### config.mk
export PLATFORM = sky130hd
export DESIGN_NAME = pipelined_cla_addsub
export DESIGN_NICKNAME = d
export VERILOG_FILES = /design/src/rtl/alu_pkg.sv /design/src/rtl/cla_group.sv /design/src/rtl/pipelined_cla_addsub.sv
export SDC_FILE = /design/constraint.sdc
export NUM_CORES = 1
export LEC_CHECK = 0
export BUFFER_PORTS_ARGS = -buffer_cell sky130_fd_sc_hd__buf_4
export CORE_MARGIN = 4
export CORE_UTILIZATION = 55
export DETAILED_ROUTE_END_ITERATION = 16
export PLACE_DENSITY = 0.82
export SYNTH_ARGS = -nofsm -noshare
export SYNTH_HDL_FRONTEND = slang
export SYNTH_SLANG_ARGS = --single-unit
### constraint.sdc
create_clock -name clk -period 3.5 [get_ports clk]
set_input_delay 0.175 -clock clk [delete_from_list [all_inputs] [get_ports clk]]
set_output_delay 0.175 -clock clk [all_outputs]
set_load 0.01 [all_outputs]
### src/rtl/alu_pkg.sv
// Shared definitions for the datapath ALU adder/subtractor: opcode encodings and
// default geometry of the pipelined lookahead adder.
package alu_pkg;

    typedef enum logic [1:0] {
        OP_ADD  = 2'b00,
        OP_SUB  = 2'b01,
        OP_ADDC = 2'b10,
        OP_SUBB = 2'b11
    } alu_op_e;

    localparam int DEF_WIDTH = 32;
    localparam int DEF_GROUP = 4;
    localparam int DEF_GPS   = 2;

endpackage

### src/rtl/cla_group.sv
// GROUP-bit carry-lookahead block: sum bits, carry out, and group propagate/generate
// so that neighbouring groups can be chained one level up.
module cla_group #(
    parameter int GROUP = 4
) (
    input  logic [GROUP-1:0] a,
    input  logic [GROUP-1:0] b,
    input  logic             ci,
    output logic [GROUP-1:0] s,
    output logic             co,
    output logic             p,
    output logic             g
);

    logic [GROUP-1:0] w_p;
    logic [GROUP-1:0] w_g;
    logic [GROUP:0]   w_c;
    logic             w_grp_g;

    assign w_p = a ^ b;
    assign w_g = a & b;

    // Each carry is a flat sum of products over bit P/G, so no bit waits on its neighbour.
    always_comb begin
        logic [GROUP:0] v_c;
        logic           v_t;
        v_c = '0;
        v_t = 1'b0;
        for (int i = 0; i <= GROUP; i++) begin
            v_t = ci;
            for (int j = 0; j < i; j++) v_t = v_t & w_p[j];
            v_c[i] = v_t;
            for (int j = 0; j < i; j++) begin
                v_t = w_g[j];
                for (int k = j + 1; k < i; k++) v_t = v_t & w_p[k];
                v_c[i] = v_c[i] | v_t;
            end
        end
        w_c = v_c;
    end

    always_comb begin
        logic v_t;
        v_t     = 1'b0;
        w_grp_g = 1'b0;
        for (int j = 0; j < GROUP; j++) begin
            v_t = w_g[j];
            for (int k = j + 1; k < GROUP; k++) v_t = v_t & w_p[k];
            w_grp_g = w_grp_g | v_t;
        end
    end

    assign s  = w_p ^ w_c[GROUP-1:0];
    assign co = w_c[GROUP];
    assign p  = &w_p;
    assign g  = w_grp_g;

endmodule

### src/rtl/pipelined_cla_addsub.sv
// Pipelined lookahead adder/subtractor with ALU flags; each stage resolves GPS groups
// and the whole pipe advances or stalls together under a single valid/ready handshake.
module pipelined_cla_addsub
    import alu_pkg::*;
#(
    parameter int WIDTH = DEF_WIDTH,
    parameter int GROUP = DEF_GROUP,
    parameter int GPS   = DEF_GPS
) (
    input  logic             clk,
    input  logic             rst_n,
    input  logic             in_valid,
    output logic             in_ready,
    input  logic [WIDTH-1:0] a,
    input  logic [WIDTH-1:0] b,
    input  logic [1:0]       op,
    input  logic             cin,
    output logic             out_valid,
    input  logic             out_ready,
    output logic [WIDTH-1:0] sum,
    output logic             cout,
    output logic             ovf,
    output logic             zero,
    output logic             neg
);

    localparam int SW     = GROUP * GPS;
    localparam int STAGES = WIDTH / SW;

    if (WIDTH % SW != 0) begin : g_bad_geometry
        $error("pipelined_cla_addsub: WIDTH must be a multiple of GROUP*GPS");
    end

    logic [WIDTH-1:0] w_b_eff;
    logic             w_c0;
    logic             w_advance;
    logic             r_ovf;
    logic             r_zero;
    logic             r_neg;

    always_comb begin
        w_b_eff = b;
        w_c0    = 1'b0;
        case (alu_op_e'(op))
            OP_ADD:  begin w_b_eff = b;  w_c0 = 1'b0; end
            OP_SUB:  begin w_b_eff = ~b; w_c0 = 1'b1; end
            OP_ADDC: begin w_b_eff = b;  w_c0 = cin;  end
            OP_SUBB: begin w_b_eff = ~b; w_c0 = cin;  end
            default: ;
        endcase
    end

    assign w_advance = ~out_valid | out_ready;
    assign in_ready  = w_advance;

    genvar gi, gj;
    generate
        for (gi = 0; gi < STAGES; gi++) begin : g_stage
            // Operand slices still to be added: this stage's slice plus everything above it.
            localparam int UW = WIDTH - gi * SW;

            logic [UW-1:0]        w_a_in;
            logic [UW-1:0]        w_b_in;
            logic                 w_v_in;
            logic                 w_c_in;
            logic [SW-1:0]        w_slice;
            logic [(gi+1)*SW-1:0] w_s_out;
            logic [GPS:0]         w_gc;
            logic [GPS-1:0]       w_gp;
            logic [GPS-1:0]       w_gg;
            logic [GPS-1:0]       w_co_unused;
            logic                 r_valid;
            logic                 r_c;
            logic [(gi+1)*SW-1:0] r_s;

            if (gi == 0) begin : g_first
                assign w_a_in  = a;
                assign w_b_in  = w_b_eff;
                assign w_v_in  = in_valid;
                assign w_c_in  = w_c0;
                assign w_s_out = w_slice;
            end else begin : g_next
                assign w_a_in  = g_stage[gi-1].g_fwd.r_a;
                assign w_b_in  = g_stage[gi-1].g_fwd.r_b;
                assign w_v_in  = g_stage[gi-1].r_valid;
                assign w_c_in  = g_stage[gi-1].r_c;
                assign w_s_out = {w_slice, g_stage[gi-1].r_s};
            end

            // Group carries come from the P/G chain; each group's own co is redundant here.
            assign w_gc[0] = w_c_in;
            for (gj = 0; gj < GPS; gj++) begin : g_group
                cla_group #(
                    .GROUP (GROUP)
                ) u_group (
                    .a  (w_a_in[gj*GROUP +: GROUP]),
                    .b  (w_b_in[gj*GROUP +: GROUP]),
                    .ci (w_gc[gj]),
                    .s  (w_slice[gj*GROUP +: GROUP]),
                    .co (w_co_unused[gj]),
                    .p  (w_gp[gj]),
                    .g  (w_gg[gj])
                );
                assign w_gc[gj+1] = w_gg[gj] | (w_gp[gj] & w_gc[gj]);
            end

            always_ff @(posedge clk or negedge rst_n) begin
                if (!rst_n) begin
                    r_valid <= 1'b0;
                    r_c     <= 1'b0;
                    r_s     <= '0;
                end else if (w_advance) begin
                    r_valid <= w_v_in;
                    r_c     <= w_gc[GPS];
                    r_s     <= w_s_out;
                end
            end

            if (gi < STAGES - 1) begin : g_fwd
                logic [UW-SW-1:0] r_a;
                logic [UW-SW-1:0] r_b;

                always_ff @(posedge clk or negedge rst_n) begin
                    if (!rst_n) begin
                        r_a <= '0;
                        r_b <= '0;
                    end else if (w_advance) begin
                        r_a <= w_a_in[UW-1:SW];
                        r_b <= w_b_in[UW-1:SW];
                    end
                end
            end
        end
    endgenerate

    logic [WIDTH-1:0] w_last_s;
    logic             w_last_a_msb;
    logic             w_last_b_msb;

    assign w_last_s     = g_stage[STAGES-1].w_s_out;
    assign w_last_a_msb = g_stage[STAGES-1].w_a_in[SW-1];
    assign w_last_b_msb = g_stage[STAGES-1].w_b_in[SW-1];

    always_ff @(posedge clk or negedge rst_n) begin
        if (!rst_n) begin
            r_ovf  <= 1'b0;
            r_zero <= 1'b0;
            r_neg  <= 1'b0;
        end else if (w_advance) begin
            r_ovf  <= (w_last_a_msb ~^ w_last_b_msb) & (w_last_s[WIDTH-1] ^ w_last_a_msb);
            r_zero <= ~|w_last_s;
            r_neg  <= w_last_s[WIDTH-1];
        end
    end

    assign out_valid = g_stage[STAGES-1].r_valid;
    assign sum       = g_stage[STAGES-1].r_s;
    assign cout      = g_stage[STAGES-1].r_c;
    assign ovf       = r_ovf;
    assign zero      = r_zero;
    assign neg       = r_neg;

endmodule

==> metrics.cfg, run 1 <==
[clock_tree]
cts_buffers = 17
path_clk_slew_ps = 70
cts_num_sinks = 186
cts_resized = 0
cts_tree = built
clk_latency_ps = 420
clockRootBuffer = clkbuf_16
ctsLongestPathBuffers = 2
cts.htree.levels = 4

[route]
wl_mm = 17.64
vias_per_cell = 5.042
drc_errors = 0
drt-pass1-iter-count = 5
drt_iter0_markers = 638
wire_per_inst_um = 13.90
num_vias = 6398
detail-route-antenna-nets = 0

[global_route]
grt_max_degree = 113
track_usage_pct = 21.00
grt_remaining_overflow = 0
grt_pass1_wl_mm = 30.13
antenna_found_initial = 0
grt_pass1_vias = 6305

[worst_setup_path]
worstSetupPathType = reg2reg
crit_slowest_cell = fa_1
worstPathRequired_ps = 3860
endpoint_kind = flop
crit_chain = ha_1, a21o_1, a21o_1, a21o_1, a21o_1, fa_1, nor4_1, and4_1, nand3_1, nor4_2, a31o_1
worstSetupStartpoint = g_stage[2].g_fwd.r_a[0]
reg2reg_setup_slack_ps = 760
worstReg2RegEnd = zero
critPathCapture = zero
cp_common_cell = a21o_1
slowest_delay_ps = 470
rr_startpoint = g_stage[2].g_fwd.r_a[0]
arrival_ps = 3100
crit_fanout = 2
cp-start-kind = flop
rr_worst_depth = 11

[logic_synthesis]
yosys.area.top_type = dfrtp_1
yosys-top-cells-count = nand2_1, dfrtp_1, o21ai_0
postSynthAreaPerCell_um2 = 9.214
synthTopCellsByArea = dfrtp_1, nand2_1, ha_1
yosys_most_used_dff = dfrtp_1
synth_top_area_share_pct = 54.31
synth_fp_nets = 1049
yosysWarnings = 0
ys_seq_area_share_pct = 54.31
synthCells = 930
synth_cell_types = 36
syn_area_um2 = 8569
synth_enable_flop_cells = 0
yosysMostFrequentCell = nand2_1
synthArstFlopShare_pct = 100.0
synth_seq_cells = 186

[timing]
slew_viol_final = 0
slew_headroom_pct = 33.43
timing.final.ws_setup_ps = 765.0
period_minus_slack_ps = 2735
rsz0062_at_grt = no
hold_viol = 0
tightest_slew_ps = 998.6
tns_ps = 0
clock-skew-final_ps = 7.356
finalCritPeriodShare_pct = 78.14
max_freq_mhz = 365.6
setup_viol = 0

[placed_design]
gp_congestion = 0.8869
placed_area_um2 = 9495
dp_slack_ps = 750.0
port_buffers = 108
hpwl_mm = 11.92

[floorplanning]
die_area_um2 = 17640
num_rows = 45
coreArea_um2 = 15260
io_pins = 109
fp.dieW_um = 132.8
start_util_pct = 56.16
fp.dieH_um = 132.8

[pwr]
vdd_ir_drop_max_mv = 0.8428
power_density_nw_per_um2 = 889.6
p_leak_nw = 5.317

[flow_run]
maxCapViolations = 0

[run_status]
outcome = complete, no violations

[cells_and_area]
diodes = 0
area_delta_synth_final_pct = 21.32
postLayoutCellArea_um2 = 10400
layout.nets = 1164
layout-drive-gt1-share_pct = 14.46

[min_path]
hp-class = in2reg

[worst min-delay path by stage]
| stage | from | end | slack, ps | depth (start not counted) |
|---|---|---|---|---|
| floorplan | rst_n | cout | -120 | 0 |
| global placement | rst_n | sum[14] | 330 | 1 |
| detailed placement | rst_n | sum[14] | 330 | 1 |
| CTS | b[13] | g_stage[0].g_fwd.r_b[5] | 8 | 3 |
| global route | b[12] | g_stage[0].g_fwd.r_b[4] | 20 | 3 |
| finish | b[17] | g_stage[0].g_fwd.r_b[9] | 30 | 3 |
[routing by layer]
metal | vias up | global-route usage, % | routed length, µm
met3 | 29 | 4.144 | 729
met1 | 3012 | 29.81 | 8166
li1 | 3204 | - | -
met2 | 153 | 31.91 | 8289
met4 | 0 | 8.776 | 457
met5 | - | 0 | 0
[cells in the final DEF (no fill, tap or decap), types with 3 or more instances in the layout]
cell | Yosys | final
nor2_1 | 19 | 19
a31oi_1 | 3 | 3
buf_4 | 3 | 114
xor2_1 | 21 | 21
dlygate4sd3_1 | 0 | 26
clkbuf_8 | 0 | 3
clkbuf_16 | 0 | 17
bufinv_16 | 0 | 4
o21a_1 | 11 | 11
o31ai_1 | 6 | 6
nor3_1 | 6 | 6
nand4_1 | 3 | 3
o21ai_0 | 51 | 51
nand3_1 | 6 | 6
nor4_1 | 5 | 5
nand2b_1 | 3 | 3
a21oi_1 | 16 | 16
a21o_1 | 12 | 12
dfrtp_1 | 186 | 186
xnor2_1 | 31 | 31
a211oi_1 | 3 | 3
inv_1 | 12 | 12
fa_1 | 8 | 8
ha_1 | 40 | 40
inv_6 | 0 | 4
nand2_1 | 428 | 428
[state kept, by name, summed over array words and instances (netlist names)]
signal / flops
cout: 1
g_stage.g_fwd.r_a: 48
g_stage.g_fwd.r_b: 48
g_stage.r_c: 3
g_stage.r_s: 48
g_stage.r_valid: 3
out_valid: 1
ovf: 1
sum: 32
zero: 1
[cell families (layout without fill, tap and decap cells)]
| family | Yosys count | count (layout) | synth area share, % |
|---|---|---|---|
| AND/OR/NAND/NOR | 479 | 479 | 21.90 |
| flip-flops | 186 | 186 | 54.31 |
| AO/OA/AOI/OAI | 105 | 105 | 7.286 |
| buffers and inverters | 59 | 187 | 3.343 |
| XOR/XNOR | 52 | 52 | 5.315 |
| adder cells (fa/ha/maj) | 48 | 48 | 7.709 |
| multiplexers | 1 | 1 | 0.1314 |
[metrics by stage]
stage | cells | utilization, % | hold WS, ps | power (mW)
global placement | 1211 | 62.23 | 327.4 | 7.015
CTS | 1269 | 68.13 | 7.723 | 9.306
global route | 1269 | 68.13 | 19.79 | 9.977
finish | 1269 | 68.13 | 26.52 | 9.249
detailed placement | 1211 | 62.23 | 327.0 | 7.181
floorplan | 930 | - | -120.6 | 6.034
[power breakdown]
group	switching, mW	internal [mW]
clock	0.809	1.24
sequential	0.633	3.11
combinational	1.97	1.49
total	3.41	5.84
[worst max-delay path: cells and delay by family, from the launching register on]
family | cells | cell delay, ps
adders and majority gates | 2 | 790
DFF | 1 | 380
and+or+nand+nor | 4 | 620
AOI/OAI and AO/OA | 5 | 900
[what timing repair did]
item | CTS | global route
buffers inserted | 0 | 0
hold endpoints to repair | 124 | 0
hold buffers | 26 | 0
[cell type report]
class / count / area (µm²)
fill: 1167 / 4862
sequential: 186 / 4654
multi-input combinational: 685 / 3636
timing repair buffer: 142 / 1150
clock buffer: 20 / 456.7
tap: 211 / 264.0
clock inverter: 12 / 183.9
inverter: 13 / 51.30
(Power assumes the default switching activity.)
==> inputs of run 2 (changes only) <==
--- a/config.mk
+++ b/config.mk
@@ -7,7 +7,7 @@
 export LEC_CHECK = 0
 export BUFFER_PORTS_ARGS = -buffer_cell sky130_fd_sc_hd__buf_4
 export CORE_MARGIN = 4
-export CORE_UTILIZATION = 55
+export CORE_UTILIZATION = 52
 export DETAILED_ROUTE_END_ITERATION = 16
 export PLACE_DENSITY = 0.82
 export SYNTH_ARGS = -nofsm -noshare
==> constraint.sdc (replaced) <==
create_clock -name clk -period 2.25 [get_ports clk]
set_input_delay 0.1125 -clock clk [delete_from_list [all_inputs] [get_ports clk]]
set_output_delay 0.1125 -clock clk [all_outputs]
set_load 0.01 [all_outputs]
==> run 2 against run 1 <==
The flow now finishes with violations (negative setup slack). Largest power group is now combinational cells. Via count rose by 4.9%. Non-clock buffer count rose by 45. Highest routed layer unchanged. Core utilization fell by 0.51 points. Critical path depth did not move.
==> metrics.cfg, run 2 (synthesized netlist as in run 1, its figures left out) <==
[global_route]
grt_pass1_wl_mm = 31.97  ; was 30.13 mm
grt_pass1_vias = 6627  ; was 6305
grt_remaining_overflow = 0  ; unchanged
antenna_found_initial = 0  ; unchanged
grt_max_degree = 87  ; was 113
track_usage_pct = 21.75  ; was 21.00%

[pwr]
vdd_ir_drop_max_mv = 1.157  ; was 0.8428 mV
p_clk_share_pct = 18.0  ; was 22.2%
internal_power_mw = 9.049  ; was 5.839 mW
switchingPower_mw = 5.541  ; was 3.410 mW
seq_power_share_pct = 40.2  ; was 40.4%
power_density_nw_per_um2 = 1348  ; was 889.6 nW/µm²
p_sw_share_pct = 37.98  ; was 36.87%
p_leak_nw = 5.497  ; was 5.317 nW
p_comb_share_pct = 41.8  ; was 37.4%

[clock_tree]
clk_latency_ps = 430  ; was 420 ps
cts_num_sinks = 186  ; unchanged
cts.htree.levels = 4  ; unchanged
ctsLongestPathBuffers = 2  ; unchanged
cts_tree = built  ; unchanged
cts_buffers = 17  ; unchanged
path_clk_slew_ps = 60  ; was 70 ps
clockRootBuffer = clkbuf_16  ; unchanged

[worst_setup_path]
crit_slowest_cell = fa_2  ; was fa_1
slowest_delay_ps = 440  ; was 470 ps
endpoint_kind = flop  ; unchanged
cp_num_buf_inv = 0  ; unchanged
rr_worst_depth = 11  ; unchanged
worstPathRequired_ps = 2610  ; was 3860 ps
crit_chain = ha_1, a21o_1, a21o_1, a21o_1, a21o_1, fa_2, nor4_2, and4_1, nand3_2, nor4_4, a31o_1  ; was ha_1, a21o_1, a21o_1, a21o_1, a21o_1, fa_1, nor4_1, and4_1, nand3_1, nor4_2, a31o_1
crit_fanout = 2  ; unchanged
path_delay_family = compound AO/OA/AOI/OAI gates  ; unchanged
arrival_ps = 3140  ; was 3100 ps
worstSetupPathType = reg2reg  ; unchanged
cp.depth = 11  ; unchanged
cp-start-kind = flop  ; unchanged
cp_common_cell = a21o_1  ; unchanged

[timing]
finalCritPeriodShare_pct = 123.5  ; was 78.14%
slew_headroom_pct = 54.17  ; was 33.43%
setup_viol = 6  ; was 0
tightest_slew_ps = 687.5  ; was 998.6 ps
period_minus_slack_ps = 2779  ; was 2735 ps
timing.final.ws_setup_ps = -529.4  ; was 765.0 ps
max_freq_mhz = 359.8  ; was 365.6 MHz
rsz0062_at_grt = yes  ; was no
clock-skew-final_ps = 7.788  ; was 7.356 ps
hold_viol = 0  ; unchanged
slew_viol_final = 0  ; unchanged
hold_slack_ps = 16.58  ; was 26.52 ps

[route]
detail-route-antenna-nets = 0  ; unchanged
vias_per_cell = 5.099  ; was 5.042
drc_errors = 0  ; unchanged
num_vias = 6710  ; was 6398
drt_iter0_markers = 521  ; was 638
wire_per_inst_um = 14.65  ; was 13.90 µm
wl_mm = 19.27  ; was 17.64 mm
drt-pass1-iter-count = 5  ; unchanged

[cells_and_area]
reg_top3 = g_stage.g_fwd.r_a: 48 flops, g_stage.g_fwd.r_b: 48 flops, g_stage.r_s: 48 flops  ; unchanged
area_delta_synth_final_pct = 26.27  ; was 21.32%
n_fill_cell = 1224  ; was 1167
final_common_cell = nand2_1  ; unchanged
layout-drive-gt1-share_pct = 16.82  ; was 14.46%
multiInputGateArea_um2 = 3744  ; was 3636 µm²
diodes = 0  ; unchanged
layout.cells.non_filler = 1316  ; was 1269
seq_area_um2 = 4654  ; unchanged
final_util_pct = 67.63  ; was 68.13%
layout.nets = 1209  ; was 1164
final_cell_mix = nand2_1, dfrtp_1, buf_4, dlygate4sd3_1, o21ai_0  ; was nand2_1, dfrtp_1, buf_4, o21ai_0, ha_1

[flow_run]
maxCapViolations = 0  ; unchanged

[min_path]
holdPathStages = 3  ; unchanged
hp-class = in2reg  ; unchanged

[floorplanning]
start_util_pct = 53.56  ; was 56.16%
num_rows = 46  ; was 45
fp.dieH_um = 136.4  ; was 132.8 µm
fp.dieW_um = 136.4  ; was 132.8 µm
die_area_um2 = 18600  ; was 17640 µm²
coreArea_um2 = 16000  ; was 15260 µm²
io_pins = 109  ; unchanged

[placed_design]
dp_slack_ps = -502.7  ; was 750.0 ps
gp_congestion = 0.8626  ; was 0.8869
port_buffers = 108  ; unchanged
hpwl_mm = 12.79  ; was 11.92 mm
placed_cells = 1231  ; was 1211

[run_status]
outcome = finished, violations left  ; was complete, no violations
violations = negative setup slack

==> run 2: changes by cell type in the layout (fill, tap and decap cells not counted), moves of 3 or more <==
cell	before	now
bufinv_16	4	0
ha_2	0	3
fa_1	8	5
o21ai_0	51	43
clkbuf_1	1	4
ha_1	40	35
buf_4	114	131
xnor2_1	31	26
buf_12	1	5
fa_2	0	3
inv_6	4	1
o21ai_1	0	8
xnor2_2	0	5
dlygate4sd3_1	26	49
==> run 2: metrics by stage <==
stage | setup TNS [ps] | instance area, µm² | power (mW)
2_1_floorplan | -351.2 | 8594 | 9.408
3_3_place_gp | -733.9 | 9672 | 11.14
3_5_place_dp | -1228 | 9672 | 11.42
4_1_cts | -1313 | 10730 | 14.29
5_1_grt | -2411 | 10820 | 15.69
6_report | -1657 | 10820 | 14.59
==> run 2: path summary, 6_finish.rpt <==
check                                             start                       end  slack (ps)
worst min register to register                   sum[5]                    sum[5]         470
min in group asynchronous                         rst_n   g_stage[0].g_fwd.r_a[0]         220
worst max register to register  g_stage[2].g_fwd.r_a[0]                      zero        -530
worst min-delay path                              b[31]  g_stage[0].g_fwd.r_b[23]          20
worst max-delay path            g_stage[2].g_fwd.r_a[0]                      zero        -530
max in group asynchronous                         rst_n         g_stage[2].r_s[7]        1310
==> run 2: final cells by class <==
cell class	instances	share of cell area, %
sequential	186	43.02
multi-input combinational	685	34.60
timing repair buffer	187	14.78
clock buffer	22	4.197
tap	216	2.498
inverter	13	0.4741
clock inverter	7	0.4394
==> run 2: repair_timing <==
item / 4_1_cts / 5_1_grt
hold endpoints to repair: 100 / 0
buffers inserted: 4 / 3
pin swaps: 5 / 12
gates resized for setup: 6 / 14
endpoints found under the setup margin: 9 / 13
hold buffers: 49 / 0
==> run 2: metal layers <==
metal | share of wire (%) | global-route usage (%) | vias to the layer above
li1 | - | - | 3283
met1 | 45 | 29.48 | 3223
met2 | 49 | 35.75 | 173
met3 | 3.9 | 3.812 | 31
met4 | 2.0 | 7.223 | 0
met5 | 0 | 0 | -
==> run 2: power by group through the flow <==
stage | clock [mW] | sequential, mW | combinational (mW)
after floorplan | 0 | 5.70 | 3.70
after global placement | 0 | 5.80 | 5.34
after detailed placement | 0 | 5.86 | 5.56
after CTS | 2.65 | 5.84 | 5.80
after global routing | 2.80 | 6.03 | 6.86
final | 2.62 | 5.86 | 6.11
==> run 2: worst register-to-register path, stage by stage, from the launching register on <==
cell	delay [ps]
dfrtp_1	400
ha_1	320
a21o_1	160
a21o_1	170
a21o_1	180
a21o_1	200
fa_2	440
nor4_2	170
and4_1	240
nand3_2	90
nor4_4	160
a31o_1	180
